--- config.mk ---
export PLATFORM = sky130hd
export DESIGN_NAME = preamble_tx_flat
export DESIGN_NICKNAME = d
export VERILOG_FILES = /design/src/rtl/preamble_pkg.sv /design/src/rtl/preamble_tx_if.sv /design/src/rtl/preamble_coef_ram.sv /design/src/rtl/preamble_tx.sv /design/src/flat_wrapper.sv
export SDC_FILE = /design/constraint.sdc
export NUM_CORES = 1
export LEC_CHECK = 0
export ABC_AREA = 1
export CORE_MARGIN = 2
export CORE_UTILIZATION = 59
export CTS_BUF_LIST = sky130_fd_sc_hd__clkbuf_4 sky130_fd_sc_hd__clkbuf_8
export DETAILED_ROUTE_END_ITERATION = 10
export DONT_BUFFER_PORTS = 1
export PLACE_DENSITY = 0.74
export SLEW_MARGIN = 20
export SYNTH_ARGS = -nofsm -noshare
export SYNTH_HDL_FRONTEND = slang
export SYNTH_SLANG_ARGS = --single-unit
--- constraint.sdc ---
create_clock -name clk -period 2.8 [get_ports clk]
set_input_delay 0 -clock clk [delete_from_list [all_inputs] [get_ports clk]]
set_output_delay 0 -clock clk [all_outputs]
set_load 0.01 [all_outputs]
--- src/rtl/preamble_pkg.sv ---
// Types and coefficient word-0 field layout shared by the preamble transmitter and the receive correlator.
package preamble_pkg;

  typedef enum logic [1:0] {
    IDLE  = 2'd0,
    LOAD0 = 2'd1,
    LOAD1 = 2'd2,
    SEND  = 2'd3
  } state_t;

  localparam int COEF_WORDS     = 8;
  localparam int CHIPS_PER_WORD = 16;

  // Word 0: amplitude magnitude in [30:16] (bit 31 ignored), chip count in [6:0]
  localparam int AMP_MSB = 30;
  localparam int AMP_LSB = 16;
  localparam int LEN_MSB = 6;
  localparam int LEN_LSB = 0;
  localparam int AMP_W   = AMP_MSB - AMP_LSB + 1;
  localparam int LEN_W   = LEN_MSB - LEN_LSB + 1;

  function automatic logic [LEN_W-1:0] clamp_len(input logic [LEN_W-1:0] len,
                                                 input logic [LEN_W-1:0] max_len);
    return (len > max_len) ? max_len : len;
  endfunction

endpackage

--- src/rtl/preamble_tx_if.sv ---
// TX preamble bundle: host coefficient load, start/strobe controls, and the I/Q sample outputs.
interface preamble_tx_if;
  logic               txstrobe;
  logic               start;
  logic [31:0]        cdata;
  logic [2:0]         cstate;
  logic               cwrite;
  logic signed [15:0] i_out;
  logic signed [15:0] q_out;
  logic               busy;
  logic               done;
  logic [15:0]        debugbus;

  modport master (
    output txstrobe, start, cdata, cstate, cwrite,
    input  i_out, q_out, busy, done, debugbus
  );

  modport slave (
    input  txstrobe, start, cdata, cstate, cwrite,
    output i_out, q_out, busy, done, debugbus
  );
endinterface

--- src/rtl/preamble_coef_ram.sv ---
// 8x32 single-port coefficient store, synchronous read (data one cycle after address), write-enabled.
module preamble_coef_ram
  import preamble_pkg::*;
(
  input  logic                          clk,
  input  logic                          we_i,
  input  logic [$clog2(COEF_WORDS)-1:0] addr_i,
  input  logic [31:0]                   wdata_i,
  output logic [31:0]                   rdata_o
);

  logic [31:0] mem_q [COEF_WORDS];
  logic [31:0] rdata_q;

  // No reset: contents must survive a mid-sequence reset of the transmitter
  always_ff @(posedge clk) begin
    if (we_i) mem_q[addr_i] <= wdata_i;
    rdata_q <= mem_q[addr_i];
  end

  assign rdata_o = rdata_q;

endmodule

--- src/rtl/preamble_tx.sv ---
// Emits the programmed +/-A chip sequence, one chip per txstrobe, outputs registered one cycle after the strobe.
// PREAMBLE_TX_RAMP_EN halves the amplitude of the first and last chips; strobes must be >= 2 cycles apart.
module preamble_tx
  import preamble_pkg::*;
#(
  parameter int MAX_CHIPS = 112
) (
  input logic          clk,
  input logic          reset,
  preamble_tx_if.slave bus
);

  localparam int BIT_W  = $clog2(CHIPS_PER_WORD);
  localparam int ADDR_W = $clog2(COEF_WORDS);

  state_t             state_q, state_d;
  logic [LEN_W-1:0]   chip_idx_q, chip_idx_d;
  logic [LEN_W-1:0]   n_q, n_d;
  logic [AMP_W-1:0]   a_q, a_d;
  logic signed [15:0] i_q, i_d, q_q, q_d;
  logic               done_q, done_d, done_now;
  logic               busy, done;

  logic               ram_we;
  logic [ADDR_W-1:0]  rd_addr, ram_addr;
  logic [31:0]        rdata;
  logic [15:0]        re_half, im_half;
  logic [LEN_W-1:0]   n_word;
  logic [BIT_W-1:0]   chip_bit;
  logic               ramp;
  logic signed [15:0] amp, amp_neg;

  assign busy   = (state_q != IDLE);
  assign ram_we = bus.cwrite & ~busy;

  // The word for chip_idx is addressed one cycle ahead of its strobe, which is why strobes need a gap
  always_comb begin
    rd_addr = '0;
    case (state_q)
      LOAD1:   rd_addr = ADDR_W'(1);
      SEND:    rd_addr = ADDR_W'(1) + chip_idx_q[LEN_W-1:BIT_W];
      default: rd_addr = '0;
    endcase
  end

  assign ram_addr = ram_we ? bus.cstate : rd_addr;

  preamble_coef_ram u_coef_ram (
    .clk     (clk),
    .we_i    (ram_we),
    .addr_i  (ram_addr),
    .wdata_i (bus.cdata),
    .rdata_o (rdata)
  );

  assign re_half  = rdata[31:16];
  assign im_half  = rdata[15:0];
  assign n_word   = clamp_len(rdata[LEN_MSB:LEN_LSB], LEN_W'(MAX_CHIPS));
  assign chip_bit = chip_idx_q[BIT_W-1:0];

`ifdef PREAMBLE_TX_RAMP_EN
  assign ramp = (chip_idx_q == '0) || (chip_idx_q == n_q - LEN_W'(1));
`else
  assign ramp = 1'b0;
`endif

  assign amp     = ramp ? $signed({2'b00, a_q[AMP_W-1:1]}) : $signed({1'b0, a_q});
  assign amp_neg = -amp;

  always_comb begin
    state_d    = state_q;
    chip_idx_d = chip_idx_q;
    a_d        = a_q;
    n_d        = n_q;
    i_d        = i_q;
    q_d        = q_q;
    done_d     = 1'b0;
    done_now   = 1'b0;
    case (state_q)
      IDLE: begin
        i_d        = '0;
        q_d        = '0;
        chip_idx_d = '0;
        if (bus.start && !bus.cwrite) state_d = LOAD0;
      end
      LOAD0: begin
        i_d     = '0;
        q_d     = '0;
        state_d = LOAD1;
      end
      LOAD1: begin
        i_d        = '0;
        q_d        = '0;
        a_d        = rdata[AMP_MSB:AMP_LSB];
        n_d        = n_word;
        chip_idx_d = '0;
        // An empty sequence finishes straight from LOAD1, so done comes from the word being read now
        if (n_word == '0) begin
          done_now = 1'b1;
          state_d  = IDLE;
        end else begin
          state_d = SEND;
        end
      end
      SEND: begin
        if (bus.txstrobe) begin
          if (chip_idx_q == n_q) begin
            i_d        = '0;
            q_d        = '0;
            done_d     = 1'b1;
            chip_idx_d = '0;
            state_d    = IDLE;
          end else begin
            i_d        = re_half[chip_bit] ? amp : amp_neg;
            q_d        = im_half[chip_bit] ? amp : amp_neg;
            chip_idx_d = chip_idx_q + LEN_W'(1);
          end
        end
      end
      default: state_d = IDLE;
    endcase
  end

  always_ff @(posedge clk) begin
    if (reset) begin
      state_q    <= IDLE;
      chip_idx_q <= '0;
      a_q        <= '0;
      n_q        <= '0;
      i_q        <= '0;
      q_q        <= '0;
      done_q     <= 1'b0;
    end else begin
      state_q    <= state_d;
      chip_idx_q <= chip_idx_d;
      a_q        <= a_d;
      n_q        <= n_d;
      i_q        <= i_d;
      q_q        <= q_d;
      done_q     <= done_d;
    end
  end

  assign done         = done_q | done_now;
  assign bus.i_out    = i_q;
  assign bus.q_out    = q_q;
  assign bus.busy     = busy;
  assign bus.done     = done;
  assign bus.debugbus = {busy, done, 2'(state_q), chip_idx_q, bus.cwrite, bus.cstate, bus.txstrobe};

endmodule

--- src/flat_wrapper.sv ---
// flat-port wrapper written by rule: the top's interface ports become plain ports
module preamble_tx_flat import preamble_pkg::*;
#(
  parameter int MAX_CHIPS = 112
)
  (clk, reset, bus_txstrobe, bus_start, bus_cdata, bus_cstate, bus_cwrite, bus_i_out, bus_q_out, bus_busy, bus_done, bus_debugbus);
  preamble_tx_if bus_i ();
  input logic clk;
  input logic reset;
  input wire logic [$bits(bus_i.txstrobe)-1:0] bus_txstrobe;
  input wire logic [$bits(bus_i.start)-1:0] bus_start;
  input wire logic [$bits(bus_i.cdata)-1:0] bus_cdata;
  input wire logic [$bits(bus_i.cstate)-1:0] bus_cstate;
  input wire logic [$bits(bus_i.cwrite)-1:0] bus_cwrite;
  output wire logic [$bits(bus_i.i_out)-1:0] bus_i_out;
  output wire logic [$bits(bus_i.q_out)-1:0] bus_q_out;
  output wire logic [$bits(bus_i.busy)-1:0] bus_busy;
  output wire logic [$bits(bus_i.done)-1:0] bus_done;
  output wire logic [$bits(bus_i.debugbus)-1:0] bus_debugbus;
  assign bus_i.txstrobe = bus_txstrobe;
  assign bus_i.start = bus_start;
  assign bus_i.cdata = bus_cdata;
  assign bus_i.cstate = bus_cstate;
  assign bus_i.cwrite = bus_cwrite;
  assign bus_i_out = bus_i.i_out;
  assign bus_q_out = bus_i.q_out;
  assign bus_busy = bus_i.busy;
  assign bus_done = bus_i.done;
  assign bus_debugbus = bus_i.debugbus;
  preamble_tx #(.MAX_CHIPS(MAX_CHIPS)) u_core (.clk(clk), .reset(reset), .bus(bus_i));
endmodule
# After elaboration in Yosys (flattened, before gate mapping)
# Memories as Yosys holds them, arrays and structs flattened. A register that Yosys moved wholly into a read port is not among the register bits.
# Index checks and enable logic that the tools add are counted.
# totals
regBits	64
latch_bits	0
ram_bits	256
rom_bits	0
inputBits	40
output_inout_bits	50
wordCells	64
mem_count	1
# classes
n_addsub	3
multipliers	0
n_div	0
order_cmp	2
n_eq_ne	7
shift	0
mux	28
bitwise_logic	5
n_reduce_logical	11
# memory_table
memory	depth	word_bits	read_ports	rd_clocked_by_memory_dff	write_ports	line_no	rtl
u_core.u_coef_ram.mem_q	8	32	1	1	1	preamble_coef_ram.sv:12	logic [31:0] mem_q [COEF_WORDS];
# op_table
op	count
2-to-1 mux 16 bit	6
one-hot mux 16 bit (2 select lines)	2
2-to-1 mux 7 bit	3
negator 15 -> 16 bit	1
one-hot mux 7 bit (2 select lines)	1
binary-select mux 1 bit (select 4 bit)	2
2-to-1 mux 2 bit	4
one-hot mux 2 bit (4 select lines)	1
adder 7 x 1 -> 7 bit, second input constant	1
equality test 7 bit	1
> comparator 7 bit, second input constant	1
logical NOT 7 bit	1
2-to-1 mux 1 bit	7
one-hot mux 3 bit (2 select lines)	1
OR reduction 3 bit	2
< comparator 4 x 5 -> 1 bit, second input constant	1
equality test 2 bit, second input constant	2
!= test 2 x 1 -> 1 bit, second input constant	2
nonzero test 2 bit	2
adder 1 x 3 -> 3 bit, first input constant	1
2-to-1 mux 3 bit	1
inverter 1 bit	3
AND reduction 3 bit	1
equality test 2 x 1 -> 1 bit, second input constant	1
other kinds (8)	8

# Longest topological paths before layout
# depth
ltp_word	6
ltp_mapped	13
mapped_depth_nobuf	11

# Modules after synthesis
# From an unflattened synthesis, not the netlist that was laid out.
# hier_totals
hier_cells	1667
hier_area_um2	15432.3
# by_module_without_submodules
mod	instances	cells_per_inst	area_each_um2	seq_area_each_um2
preamble_coef_ram	1	1084	11472.3	8328.0
preamble_tx	1	583	3960.0	1261.2

# Least setup slack after synthesis
# Ideal clock, no wire load.
# synth_timing
path_kind	reg2reg
from	register u_core.chip_idx_q[4]
to	memory u_core.u_coef_ram.mem_q[6][0], enable pin
setup_ns	0.421
arrival_time_ns	2.655
t_required_ns	2.379
path_slack_ns	-0.276
path_stages_with_launch	9
path_buffers	1
synth_period_minus_slack_ns	3.076
cell_sequence	dfxtp_1 > ha_1 > nor2_1 > nor2_1 > nand2_1 > o21ai_4 > nand2_4 > buf_2 > nor2_1
# synth_between
elab_chain_cells	3
# synth_lines
item	line_no	rtl
start, declared	preamble_tx.sv:17	logic [LEN_W-1:0] chip_idx_q, chip_idx_d;
start signal, assigned	preamble_tx.sv:135	chip_idx_q <= chip_idx_d;
adder 1 x 3 -> 3 bit	preamble_tx.sv:41	SEND: rd_addr = ADDR_W'(1) + chip_idx_q[LEN_W-1:BIT_W];
one-hot mux 3 bit (2 select lines)	preamble_tx.sv:39	case (state_q)
2-to-1 mux 3 bit	preamble_tx.sv:46	assign ram_addr = ram_we ? bus.cstate : rd_addr;
end, declared	preamble_coef_ram.sv:12	
# Every way passes these cells.

# Worst setup path in the final report
# layout_timing
from	register u_core.chip_idx_q[1]
to	register u_core.i_q[1], in the netlist u_core.bus.i_out[1]
# layout_between
elab_chain_cells	6
word_cells_on_any_way	7
classes_between	1 x eq/ne; 6 x mux
# layout_lines
item	line_no	rtl
binary-select mux 1 bit (select 4 bit)	preamble_tx.sv:114	i_d = re_half[chip_bit] ? amp : amp_neg;
2-to-1 mux 1 bit (not written as such)	preamble_tx.sv:114	
2-to-1 mux 16 bit	preamble_tx.sv:114	
2-to-1 mux 16 bit *	preamble_tx.sv:107	if (chip_idx_q == n_q) begin
2-to-1 mux 16 bit *	preamble_tx.sv:106	if (bus.txstrobe) begin
one-hot mux 16 bit (2 select lines) *	preamble_tx.sv:79	case (state_q)
end signal, assigned	preamble_tx.sv:138	i_q <= i_d;
end, declared	preamble_tx.sv:20	logic signed [15:0] i_q, i_d, q_q, q_d;
# Mark *: on every way between the ends. The rest lies on a longest branch, timed or not. The select of a mux whose other input is x is not followed.
# A chain may end at the register's enable or synchronous reset.

==> summary.md <==
| Metric | Value |
|---|---|
| Multi-input gate area | `0.00393 sq mm` |
| Outcome | `finished clean` |
| Vias in the first global route | `9409` |
| Relative slew slack | `60.6%` |
| Global route total overflow | `0` |
| Fin crit period | `2.64 ns` |
| #FFs+latches synth | `351` |
| Crit. End Element | `flip-flop` |
| Num CTS Buffers | `53` |
| Routability cong. | `0.921` |
| Pre-antenna DRT Iters | `6` |
| Met3 wire length | `2600 um` |
| Peak VDD IR | `0.000754 V` |
| Post-synth EDFFs | `256` |
| Die area | `0.0253 sq mm` |
| Tot GR Track Use | `24.8%` |
| CP required | `3.32 ns` |
| FILL cells | `1757` |
| Clock insertion delay at the later pin of the skew report | `0.60 ns` |
| DIE HEIGHT | `159 um` |
| Synthesized net count | `1352` |
| Max Slew Vio Count | `0` |
| Ys flop type | `edfxtp_1` |
| P&R area growth vs syn | `13.6%` |
| Post-DR wirelength/cell | `18.3 um` |
| Layout cell share with drive strength beyond 1 | `11.2%` |
| Worst Path Max Fanout | `15` |
| Worst setup SP type | `flip-flop` |
| Cell count after synthesis | `1309` |
| DR top layer | `met4` |
| Final hold violation count | `0` |
| Final count of negative-setup-slack endpoints | `0` |
| IO Count | `90` |
| Total power | `16.2 mW` |
| Leakage | `5.91 nW` |
| Worst hold slack | `0.00000421 ns` |
| Final worst setup slack | `0.162 ns` |
| RSZ-0062 raised after global routing | `no` |
| Global-route wire length before repair | `49900 um` |
| WL met2 | `14900 um` |
| Pwr Density | `1010 mW/mm^2` |
| Clk_skew | `0.0315 ns` |
| Die X-Extent | `159 um` |
| # rows | `56` |
| Num Clock Sinks | `351` |
| Critical-path cell list | `inv_2, nand3_1, nand2_1, nand2_1, nand2_1, inv_1, buf_4, nand2_2, nand2_1, nand3_1, a21oi_1, dlygate4sd3_1` |
| Vias | `9743` |
| Most frequent CP cell | `nand2_1` |
| Postcts setup bufs | `0` |
| Setup CP Type | `reg -> reg` |
| Synth Area per Inst | `10.8 sq um` |
| Slowest stage delay, CP | `0.66 ns` |
| Initial antenna violation count | `2` |
| Htree depth | `2` |
| Dpl ws | `0.586 ns` |
| CTS tree | `yes` |
| Sequential cell area fraction in the yosys report | `67.6%` |
| Async set-reset flop share out of synthesis | `0%` |
| Unique cell type count in the Yosys netlist | `36` |
| FF+latch area | `0.00959 sq mm` |
| Largest net degree at the start of global routing | `128` |
| Max Cap Viol | `0` |
| Worst hold path depth | `0` |
| Hold Path Class | `in -> out` |
| CTS clk-pin slew, worst paths | `0.06 ns` |
| Clock Root Buffer | `clkbuf_8` |
| Vias per std cell | `5.64` |
| Layout Nets | `1406` |
| Drt total wl | `31600 um` |
| Detailed placement HPWL | `18400 um` |
| # DRC | `0` |
| Core area | `0.0235 sq mm` |
| Maximum clock rate | `379 MHz` |
| Number of synthesis warnings | `0` |
| Initial DRC Count | `832` |
| Max Root-Sink Buffers | `3` |
| Actual slew at the worst max-slew pin | `0.591 ns` |
| Final period util | `94.2%` |
| CP arrival | `3.16 ns` |
| Initial Util | `60.3%` |
| Post-route ant nets | `0` |
| I/O Buffers | `0` |
| Critical path's slowest cell | `dfxtp_1` |
| Post-Syn Area | `0.0142 sq mm` |
| Metal-1 WL | `13400 um` |
| Worst Reg-to-Reg Cells | `12` |
where the power goes:
part           internal [mW]  switching (mW)
combinational           1.54            3.57
clock                   2.47            1.90
sequential              6.36           0.391
total                   10.4            5.86
cell usage after synthesis, types with 16 or more instances:
cell	instances	area share, %
o21ai_0	107	3.8
or2_0	24	1.1
nand4_1	34	1.5
buf_4	18	0.95
a21oi_1	53	1.9
o21ai_1	17	0.60
nand3_1	87	3.1
o211ai_1	31	1.6
inv_1	72	1.9
dfxtp_1	95	13
nor2_1	244	6.5
nand2_1	162	4.3
buf_2	27	0.95
edfxtp_1	256	54
clkbuf_1	16	0.42
layer usage:
layer	vias up	GRT usage, %
met4	0	9.59
met1	4626	33.3
met2	434	40.1
met5	-	0
li1	4622	-
met3	61	5.44
cells in the final DEF, fill, tap and decap left out, types with 17 or more instances in the layout:
cell	Yosys	final
edfxtp_1	256	256
nor2_1	244	234
nand2_1	162	162
o21ai_0	107	107
dfxtp_1	95	94
nand3_1	87	87
inv_1	72	72
clkbuf_8	0	62
a21oi_1	53	53
dlygate4sd3_1	0	39
nand4_1	34	34
o211ai_1	31	31
or2_0	24	24
buf_4	18	22
clkbuf_4	0	20
o21ai_1	17	17
repair_timing:
item                       4_1_cts  5_1_grt
setup endpoints to repair        0        2
hold endpoints to repair       428        0
hold buffers                    40        0
gates resized for setup          0        2
worst max-delay path, delay by kind of cell, from the launching register on:
family,cells,cell delay (ns)
flip-flops,1,0.66
AND/OR/NAND/NOR,7,0.75
AO/OA/AOI/OAI,1,0.13
buffers and inverters,4,1.03
final timing paths:
kind / from / to / slack, ns
max: u_core.chip_idx_q[1] / u_core.bus.i_out[1] / 0.16
min: bus_cstate[1] / bus_debugbus[2] / 0.000004
max reg2reg: u_core.chip_idx_q[1] / u_core.bus.i_out[1] / 0.16
min reg2reg: u_core.u_coef_ram.rdata_o[30] / u_core.a_q[14] / 0.46
metrics by stage:
stage	setup TNS, ns	std cells	area [sq um]	utilization (%)
floorplan	-16.97	1309	14200	-
global placement	0	1587	14600	61.8
detailed placement	0	1587	14600	61.8
CTS	0	1724	16100	68.4
global route	0	1726	16100	68.4
finish	0	1726	16100	68.4
kinds of logic after synthesis:
logic type	count (synthesis)	synth area share, %
flip-flops	351	67.6
AO/OA/AOI/OAI	214	8.31
buffers and inverters	150	5.22
adder cells (fa/ha/maj)	3	0.265
XOR/XNOR	15	0.926
multiplexers	1	0.0794
AND/OR/NAND/NOR	575	17.6
cell type report:
| class | instances | area share (%) |
|---|---|---|
| antenna | 2 | 0.0311 |
| tap | 319 | 2.48 |
| timing repair buffer | 71 | 4.69 |
| clock buffer | 82 | 6.23 |
| sequential | 351 | 59.5 |
| clock inverter | 15 | 0.831 |
| inverter | 78 | 1.82 |
| multi-input combinational | 808 | 24.4 |
state kept, by name (all words and copies together) (netlist names):
| signal | flops |
|---|---|
| u_core.a_q | 15 |
| u_core.bus.i_out | 15 |
| u_core.bus.q_out | 16 |
| u_core.chip_idx_q | 7 |
| u_core.done_q | 1 |
| u_core.n_q | 7 |
| u_core.state_q | 2 |
| u_core.u_coef_ram.mem_q | 256 |
| u_core.u_coef_ram.rdata_o | 32 |
Power figures use the tool's default switching activity.
